$ cat config.mk
export PLATFORM = sky130hd
export DESIGN_NAME = clk_gate_ctrl_flat
export DESIGN_NICKNAME = d
export VERILOG_FILES = /design/src/rtl/clk_gate_ctrl_pkg.sv /design/src/rtl/clk_gate_ctrl_if.sv /design/src/rtl/clk_gate_ctrl_gate_timer.sv /design/src/rtl/clk_gate_ctrl.sv /design/src/flat_wrapper.sv
export SDC_FILE = /design/constraint.sdc
export NUM_CORES = 1
export LEC_CHECK = 0
export CAP_MARGIN = 20
export CORE_AREA = 2 2 39 41
export DETAILED_ROUTE_END_ITERATION = 7
export DIE_AREA = 0 0 41 43
export MAX_ROUTING_LAYER = met4
export PLACE_DENSITY = 0.63
export SYNTH_ARGS = -nofsm -noshare
export SYNTH_HDL_FRONTEND = slang
export SYNTH_SLANG_ARGS = --single-unit
$ cat constraint.sdc
create_clock -name CLK -period 5.1 [get_ports CLK]
set_clock_uncertainty 0.1 [all_clocks]
set_input_delay 1.53 -clock CLK [delete_from_list [all_inputs] [get_ports CLK]]
set_output_delay 1.53 -clock CLK [all_outputs]
set_load 0.02 [all_outputs]
$ cat src/rtl/clk_gate_ctrl_pkg.sv
// Shared types and default parameters for the clock-gate enable controller.
package clk_gate_ctrl_pkg;

  typedef enum logic [1:0] {
    OFF   = 2'b00,
    WAKE  = 2'b01,
    ON    = 2'b10,
    DRAIN = 2'b11
  } state_t;

  localparam int DEF_WAKE_CYCLES = 2;
  localparam int DEF_IDLE_CYCLES = 4;
  localparam int DEF_CNT_WIDTH   = 4;

endpackage

$ cat src/rtl/clk_gate_ctrl_if.sv
// Request/status bundle between the system controller and the clock-gate enable controller.
// Test_Mode exists only when CLK_GATE_CTRL_TEST_MODE_EN is defined.
interface clk_gate_ctrl_if;
  logic Req;
  logic Busy;
  logic Gate_EN;
  logic Ready;
`ifdef CLK_GATE_CTRL_TEST_MODE_EN
  logic Test_Mode;
`endif

  modport master (
    output Req,
    output Busy,
`ifdef CLK_GATE_CTRL_TEST_MODE_EN
    output Test_Mode,
`endif
    input  Gate_EN,
    input  Ready
  );

  modport slave (
    input  Req,
    input  Busy,
`ifdef CLK_GATE_CTRL_TEST_MODE_EN
    input  Test_Mode,
`endif
    output Gate_EN,
    output Ready
  );
endinterface

$ cat src/rtl/clk_gate_ctrl_gate_timer.sv
// Loadable down-counter shared by the wake and drain countdowns; saturates at zero.
module gate_timer #(
  parameter int CNT_WIDTH = 4
) (
  input  logic                 CLK,
  input  logic                 RST,
  input  logic                 load,
  input  logic [CNT_WIDTH-1:0] load_val,
  input  logic                 dec,
  output logic                 zero
);

  logic [CNT_WIDTH-1:0] cnt;

  always_ff @(posedge CLK or posedge RST) begin
    if (RST) begin
      cnt <= '0;
    end else if (load) begin
      cnt <= load_val;
    end else if (dec && (cnt != '0)) begin
      cnt <= cnt - CNT_WIDTH'(1);
    end
  end

  assign zero = (cnt == '0);

endmodule

$ cat src/rtl/clk_gate_ctrl.sv
// Enable controller for a latch-based clock gate: wakes on Req, reports Ready, gates off after idle.
// Optional CLK_GATE_CTRL_TEST_MODE_EN adds Test_Mode, which forces Gate_EN high after the register.
module clk_gate_ctrl
  import clk_gate_ctrl_pkg::*;
#(
  parameter int WAKE_CYCLES = DEF_WAKE_CYCLES,
  parameter int IDLE_CYCLES = DEF_IDLE_CYCLES,
  parameter int CNT_WIDTH   = DEF_CNT_WIDTH
) (
  input  logic            CLK,
  input  logic            RST,
  clk_gate_ctrl_if.slave  ifc
);

  localparam logic [CNT_WIDTH-1:0] WAKE_LOAD = CNT_WIDTH'(WAKE_CYCLES - 1);
  localparam logic [CNT_WIDTH-1:0] IDLE_LOAD = CNT_WIDTH'(IDLE_CYCLES - 1);

  if (WAKE_CYCLES < 1 || WAKE_CYCLES > (1 << CNT_WIDTH)) begin : g_bad_wake
    $error("clk_gate_ctrl: WAKE_CYCLES out of range 1..2**CNT_WIDTH");
  end
  if (IDLE_CYCLES < 1 || IDLE_CYCLES > (1 << CNT_WIDTH)) begin : g_bad_idle
    $error("clk_gate_ctrl: IDLE_CYCLES out of range 1..2**CNT_WIDTH");
  end

  state_t               state;
  logic                 gate_en_q;
  logic                 ready_q;
  logic                 active;
  logic                 tmr_load;
  logic                 tmr_dec;
  logic                 tmr_zero;
  logic [CNT_WIDTH-1:0] tmr_load_val;

  assign active = ifc.Req | ifc.Busy;

  always_comb begin
    tmr_load     = 1'b0;
    tmr_load_val = '0;
    tmr_dec      = 1'b0;
    case (state)
      OFF: begin
        tmr_load     = ifc.Req;
        tmr_load_val = WAKE_LOAD;
      end
      WAKE:  tmr_dec = 1'b1;
      ON: begin
        tmr_load     = ~active;
        tmr_load_val = IDLE_LOAD;
      end
      DRAIN: tmr_dec = ~active;
      default: ;
    endcase
  end

  gate_timer #(.CNT_WIDTH(CNT_WIDTH)) u_timer (
    .CLK      (CLK),
    .RST      (RST),
    .load     (tmr_load),
    .load_val (tmr_load_val),
    .dec      (tmr_dec),
    .zero     (tmr_zero)
  );

  // Outputs are registered next to the state so Gate_EN never sees a Req/Busy glitch.
  always_ff @(posedge CLK or posedge RST) begin
    if (RST) begin
      state     <= OFF;
      gate_en_q <= 1'b0;
      ready_q   <= 1'b0;
    end else begin
      case (state)
        OFF: if (ifc.Req) begin
          state     <= WAKE;
          gate_en_q <= 1'b1;
          ready_q   <= 1'b0;
        end
        WAKE: if (tmr_zero) begin
          state   <= ON;
          ready_q <= 1'b1;
        end
        ON: if (!active) begin
          state <= DRAIN;
        end
        DRAIN: begin
          // Activity wins over an expiring countdown in the same cycle.
          if (active) begin
            state <= ON;
          end else if (tmr_zero) begin
            state     <= OFF;
            gate_en_q <= 1'b0;
            ready_q   <= 1'b0;
          end
        end
        default: begin
          state     <= OFF;
          gate_en_q <= 1'b0;
          ready_q   <= 1'b0;
        end
      endcase
    end
  end

`ifdef CLK_GATE_CTRL_TEST_MODE_EN
  assign ifc.Gate_EN = gate_en_q | ifc.Test_Mode;
`else
  assign ifc.Gate_EN = gate_en_q;
`endif
  assign ifc.Ready = ready_q;

endmodule

$ cat src/flat_wrapper.sv
// flat-port wrapper written by rule: the top's interface ports become plain ports
module clk_gate_ctrl_flat import clk_gate_ctrl_pkg::*;
#(
  parameter int WAKE_CYCLES = DEF_WAKE_CYCLES,
  parameter int IDLE_CYCLES = DEF_IDLE_CYCLES,
  parameter int CNT_WIDTH   = DEF_CNT_WIDTH
)
  (CLK, RST, ifc_Req, ifc_Busy, ifc_Gate_EN, ifc_Ready);
  clk_gate_ctrl_if ifc_i ();
  input  logic CLK;
  input  logic RST;
  input wire logic [$bits(ifc_i.Req)-1:0] ifc_Req;
  input wire logic [$bits(ifc_i.Busy)-1:0] ifc_Busy;
  output wire logic [$bits(ifc_i.Gate_EN)-1:0] ifc_Gate_EN;
  output wire logic [$bits(ifc_i.Ready)-1:0] ifc_Ready;
  assign ifc_i.Req = ifc_Req;
  assign ifc_i.Busy = ifc_Busy;
  assign ifc_Gate_EN = ifc_i.Gate_EN;
  assign ifc_Ready = ifc_i.Ready;
  clk_gate_ctrl #(.WAKE_CYCLES(WAKE_CYCLES), .IDLE_CYCLES(IDLE_CYCLES), .CNT_WIDTH(CNT_WIDTH)) u_core (.CLK(CLK), .RST(RST), .ifc(ifc_i));
endmodule
-- After elaboration in Yosys (flattened, before gate mapping)
Cells that the tools add are included.
- flip-flop bits (word level): 8
- bits of input ports: 4
- output and inout port bits: 2
- word-level logic and storage cells: 44
- $add $sub $neg: 1
- equality and inequality tests: 9
- mux-type cells: 18
- bitwise logic cells: 2
- reduce and logical (&&, ||, !) cells: 10
- operators with widths (operator ; count):
    2-to-1 mux 2 bit ; 5
    2-to-1 mux 4 bit ; 2
    case mux 2 bit (4 select lines) ; 1
    AND reduction 4 bit ; 2
    != test 2 bit (second input constant) ; 3
    case mux 1 bit (2 select lines) ; 3
    2-to-1 mux 1 bit ; 5
    AND reduction 5 bit ; 1
    equality test 2 bit (second input constant) ; 2
    logical NOT 4 bit ; 1
    != test 2 x 1 -> 1 bit (second input constant) ; 2
    case mux 2 bit (2 select lines) ; 1
    nonzero test 2 bit ; 2
    nonzero test 4 bit ; 1
    subtractor 4 x 1 -> 4 bit (second input constant) ; 1
    != test 3 x 1 -> 1 bit (second input constant) ; 1
    case mux 1 bit (3 select lines) ; 1
    nonzero test 3 bit ; 1
    equality test 2 x 1 -> 1 bit (second input constant) ; 1
    logical NOT 2 bit ; 1
    logical AND 1 bit ; 1
    NOT 1 bit ; 1
    OR 1 bit ; 1

-- Longest topological paths before layout
- depth in word-level cells: 6
- depth in mapped cells: 5
- depth with buffers taken out: 5

-- Hierarchy
Synthesis repeated with hierarchy kept, for this count alone.
- cell total of the unflattened synthesis: 51
- area total of the unflattened synthesis: 461.7 um^2
- modules (own cells, without submodules) (module ; times used ; cells an instance ; area an instance (um^2) ; seq. area each (um^2)):
    gate_timer ; 1 ; 28 ; 261.5 ; 100.1
    clk_gate_ctrl ; 1 ; 23 ; 200.2 ; 100.1

-- Worst setup path before layout
No wires, ideal clock.
- path type: input port to flip-flop
- start: in ifc_Busy
- end: reg u_core.u_timer.cnt[0]
- setup time: 127 ps
- arrival: 2241 ps
- required time: 4873 ps
- slack: 2632 ps
- cell stages on the path: 3
- buffers on the path: 0
- cell sequence: o21ai_0 nand3_1 mux2_1
- word-level cells in the longest chain between the ends: 5
- elaborated cells on any way between the ends: 7
- ends and longest elaborated chain (element ; RTL line ; text):
    from (decl) ; flat_wrapper.sv:13 ; input wire logic [$bits(ifc_i.Busy)-1:0] ifc_Busy;
    OR 1 bit * ; clk_gate_ctrl.sv:34 ; assign active = ifc.Req | ifc.Busy;
    NOT 1 bit * ; clk_gate_ctrl.sv:47, clk_gate_ctrl.sv:50 ;
    case mux 1 bit (2 select lines) ; clk_gate_ctrl.sv:40 ; case (state)
    logical AND 1 bit ; clk_gate_ctrl_gate_timer.sv:20 ; end else if (dec && (cnt != '0)) begin
    nonzero test 2 bit (no source line) ; -- ;
    to (signal assigned) ; clk_gate_ctrl_gate_timer.sv:19 ; cnt <= load_val;
    to (signal assigned) ; clk_gate_ctrl_gate_timer.sv:21 ; cnt <= cnt - CNT_WIDTH'(1);
    to (decl) ; clk_gate_ctrl_gate_timer.sv:13 ; logic [CNT_WIDTH-1:0] cnt;
Mark *: on every way between the ends. The rest lies on a longest branch, timed or not.
A chain may end at the register's enable or synchronous reset.

-- Final worst setup path
- start: reg u_core.gate_en_q, in the netlist u_core.ifc.Gate_EN
- end: out ifc_Gate_EN
- RTL lines (element ; RTL line ; text):
    from (decl) ; clk_gate_ctrl.sv:26 ; logic gate_en_q;
    from (signal assigned) ; clk_gate_ctrl.sv:68 ; gate_en_q <= 1'b0;
    from (signal assigned) ; clk_gate_ctrl.sv:74 ; gate_en_q <= 1'b1;
    from (signal assigned) ; clk_gate_ctrl.sv:90 ; gate_en_q <= 1'b0;
    to (decl) ; flat_wrapper.sv:14 ; output wire logic [$bits(ifc_i.Gate_EN)-1:0] ifc_Gate_EN;
No word-level cell between the ends.

==> results.toml <==
[power]
power.density_mw_per_mm2 = 508
p_leak_nw = 0.270
vdd_drop_max_v = 0.000202

[grt]
grt_overflow = 0
antenna_found_initial = 0
grt_usage_pct = 13.0
grt_max_degree = 10
grt_pass1_vias = 348
grt_pass1_wl_mm = 1.50

[clocking]
cts_hold_buf = 0
clk_latency_ns = 0.25
cts_tree = "done"
clockBufferDepth = 2
cts_sinks = 8
cts-root-buf = "clkbuf_4"
cts_buffers = 3
postCtsResizedCells = 0
htreeDepth = 1
postCtsSetupBuffers = 0
path_clk_slew_ns = 0.05

[logic_synthesis]
synthXorXnorAreaFrac_pct = 0
synth-compound-area-share_pct = 10.8
synthSimpleGateAreaFrac_pct = 24.3
synth.cell_area_um2 = 463
ys.warnings.count = 0
synth_top_family_by_area = "simple AND/OR/NAND/NOR gates"
synthCells = 43
ys_seq_area_share_pct = 43.2
ys_types = 23
synthAdderAreaFrac_pct = 5.41
ys_ff_latch = 8
synth_nets = 49
synthMuxAreaShare_pct = 8.92
avgSynthCellArea_um2 = 10.8

[setup_path]
crit_arrival_ns = 1.21
worstSetupEndpointType = "output port"
worstPathRequired_ns = 3.47
critPathMaxStageDelay_ns = 0.60
worstRegToRegCells = 5
slowest_stage = "clkdlybuf4s50_1"
path_delay_family = "buffers and inverters"
cp-start-kind = "flop"
crit_chain = "clkdlybuf4s50_1"
path_buf_inv = 1
critical_path.max_fanout = 2
critPathKind = "reg2out"
crit_cells = 1

[timing]
worst_pin_slew_ns = 0.368
fmax_mhz = 352
worst_slack_ns = 2.26
setup_viol = 0
fin_setup_tns_ns = 0
rsz0062_at_grt = "false"
max-slew-margin-rel_pct = 75.2
hold_viol_final = 0
drv_slew = 0
period_share_pct = 55.7
holdWs_ns = 0.393
period_minus_slack_ns = 2.84

[floorplanning]
fp.dieW_um = 41
start_util_pct = 33.5
die-area_mm2 = 0.00176
rows = 14
die_h_um = 43
core_area_mm2 = 0.00138
pin_count = 6

[run]
maxCapViolCount = 0

[final_layout]
drive_above_1_share_pct = 18.0
antenna_cells = 0
area_delta_synth_final_pct = 17.6
nets = 58
design_area_um2 = 544

[drt]
firstDrtPassIters = 4
drcViolationCount = 0
postRouteAntennaNets = 0
wl_um = 814
drtIter0Drc = 5
vias_per_cell = 5.42
avgRoutedWirePerCell_um = 12.3
via_count = 358

[place]
dpl.hpwl_um = 635
post-place-ws_ns = 2.02
postPlaceCellArea_um2 = 522
port_buffers = 5
gp_congestion = 0.757

[hold_path]
hold_depth = 1
hp-class = "reg2reg"

[run_status]
status = "complete, no violations"
where the power goes:
group          switching, W  internal [W]
sequential        0.0000256     0.0000894
combinational     0.0000568     0.0000571
clock             0.0000207     0.0000269
final timing paths:
check	from	to	slack, ns
max in group asynchronous	RST	u_core.u_timer.cnt[2]	3.24
min in group asynchronous	RST	u_core.u_timer.cnt[0]	1.42
hold / removal	u_core.u_timer.cnt[3]	u_core.u_timer.cnt[3]	0.39
hold reg to reg	u_core.u_timer.cnt[3]	u_core.u_timer.cnt[3]	0.39
setup reg to reg	u_core.u_timer.cnt[0]	u_core.u_timer.cnt[0]	3.30
setup / recovery	u_core.ifc.Gate_EN	ifc_Gate_EN	2.26
metrics by stage:
stage | util, % | power [W] | cells
3_5_place_dp | 37.7 | 0.000231 | 63
4_1_cts | 39.3 | 0.000281 | 66
6_report | 39.3 | 0.000276 | 66
3_3_place_gp | 37.7 | 0.000229 | 63
5_1_grt | 39.3 | 0.000302 | 66
2_1_floorplan | - | 0.000201 | 43
kinds of logic after synthesis:
logic type	Yosys count
AOI/OAI and AO/OA	7
adders and majority gates	2
buffers and inverters	7
DFF	8
muxes	4
and+or+nand+nor	15
cells in the mapped netlist, drive strengths merged:
library cell	number	area share, %
dfrtp	8	43
nor2b	1	3.0
or3b	2	3.8
nand4bb	1	2.4
a21boi	1	1.6
o311a	1	2.2
ha	2	5.4
o211a	1	2.2
buf	1	2.4
mux2i	3	6.5
a21oi	1	1.1
or4b	1	3.0
or4	1	2.4
o21ai	1	1.1
mux2	1	2.4
inv	6	4.9
nor3	1	1.1
a31oi	1	1.4
nor2	2	1.6
o22ai	1	1.4
nand3	4	4.3
nand4	2	2.7
sequential cells by signal (all words and copies together), names as in the netlist:
register / count
u_core.u_timer.cnt: 4
u_core.state: 2
u_core.ifc.Gate_EN: 1
u_core.ifc.Ready: 1
layout by cell type (no fill, tap or decap):
cell type,count
o22ai_1,1
o21ai_0,1
mux2_1,1
inv_1,5
a21boi_0,1
nor2_1,2
mux2i_1,3
or4b_4,1
nand3_1,4
a31oi_1,1
clkbuf_4,3
or3b_2,2
o311a_1,1
nor2b_4,1
clkdlybuf4s50_1,5
nand4_1,2
nand4bb_1,1
a21oi_1,1
o211a_1,1
nor3_1,1
inv_2,1
or4_4,1
ha_1,2
dfrtp_1,8
area by class of cell:
cell class	instances	area, µm²
clock buffer	3	22.5
fill	139	840
inverter	6	22.5
multi-input combinational	28	229
sequential	8	200
tap	16	20.0
timing repair buffer	5	50.0
metal layers:
layer / routed length, µm / global-route usage, %
met2: 376 / 17.2
met1: 375 / 17.3
met5: 0 / -
met3: 34 / 1.57
met4: 29 / 10.0
No activity file was read; power rests on OpenSTA's default activity.
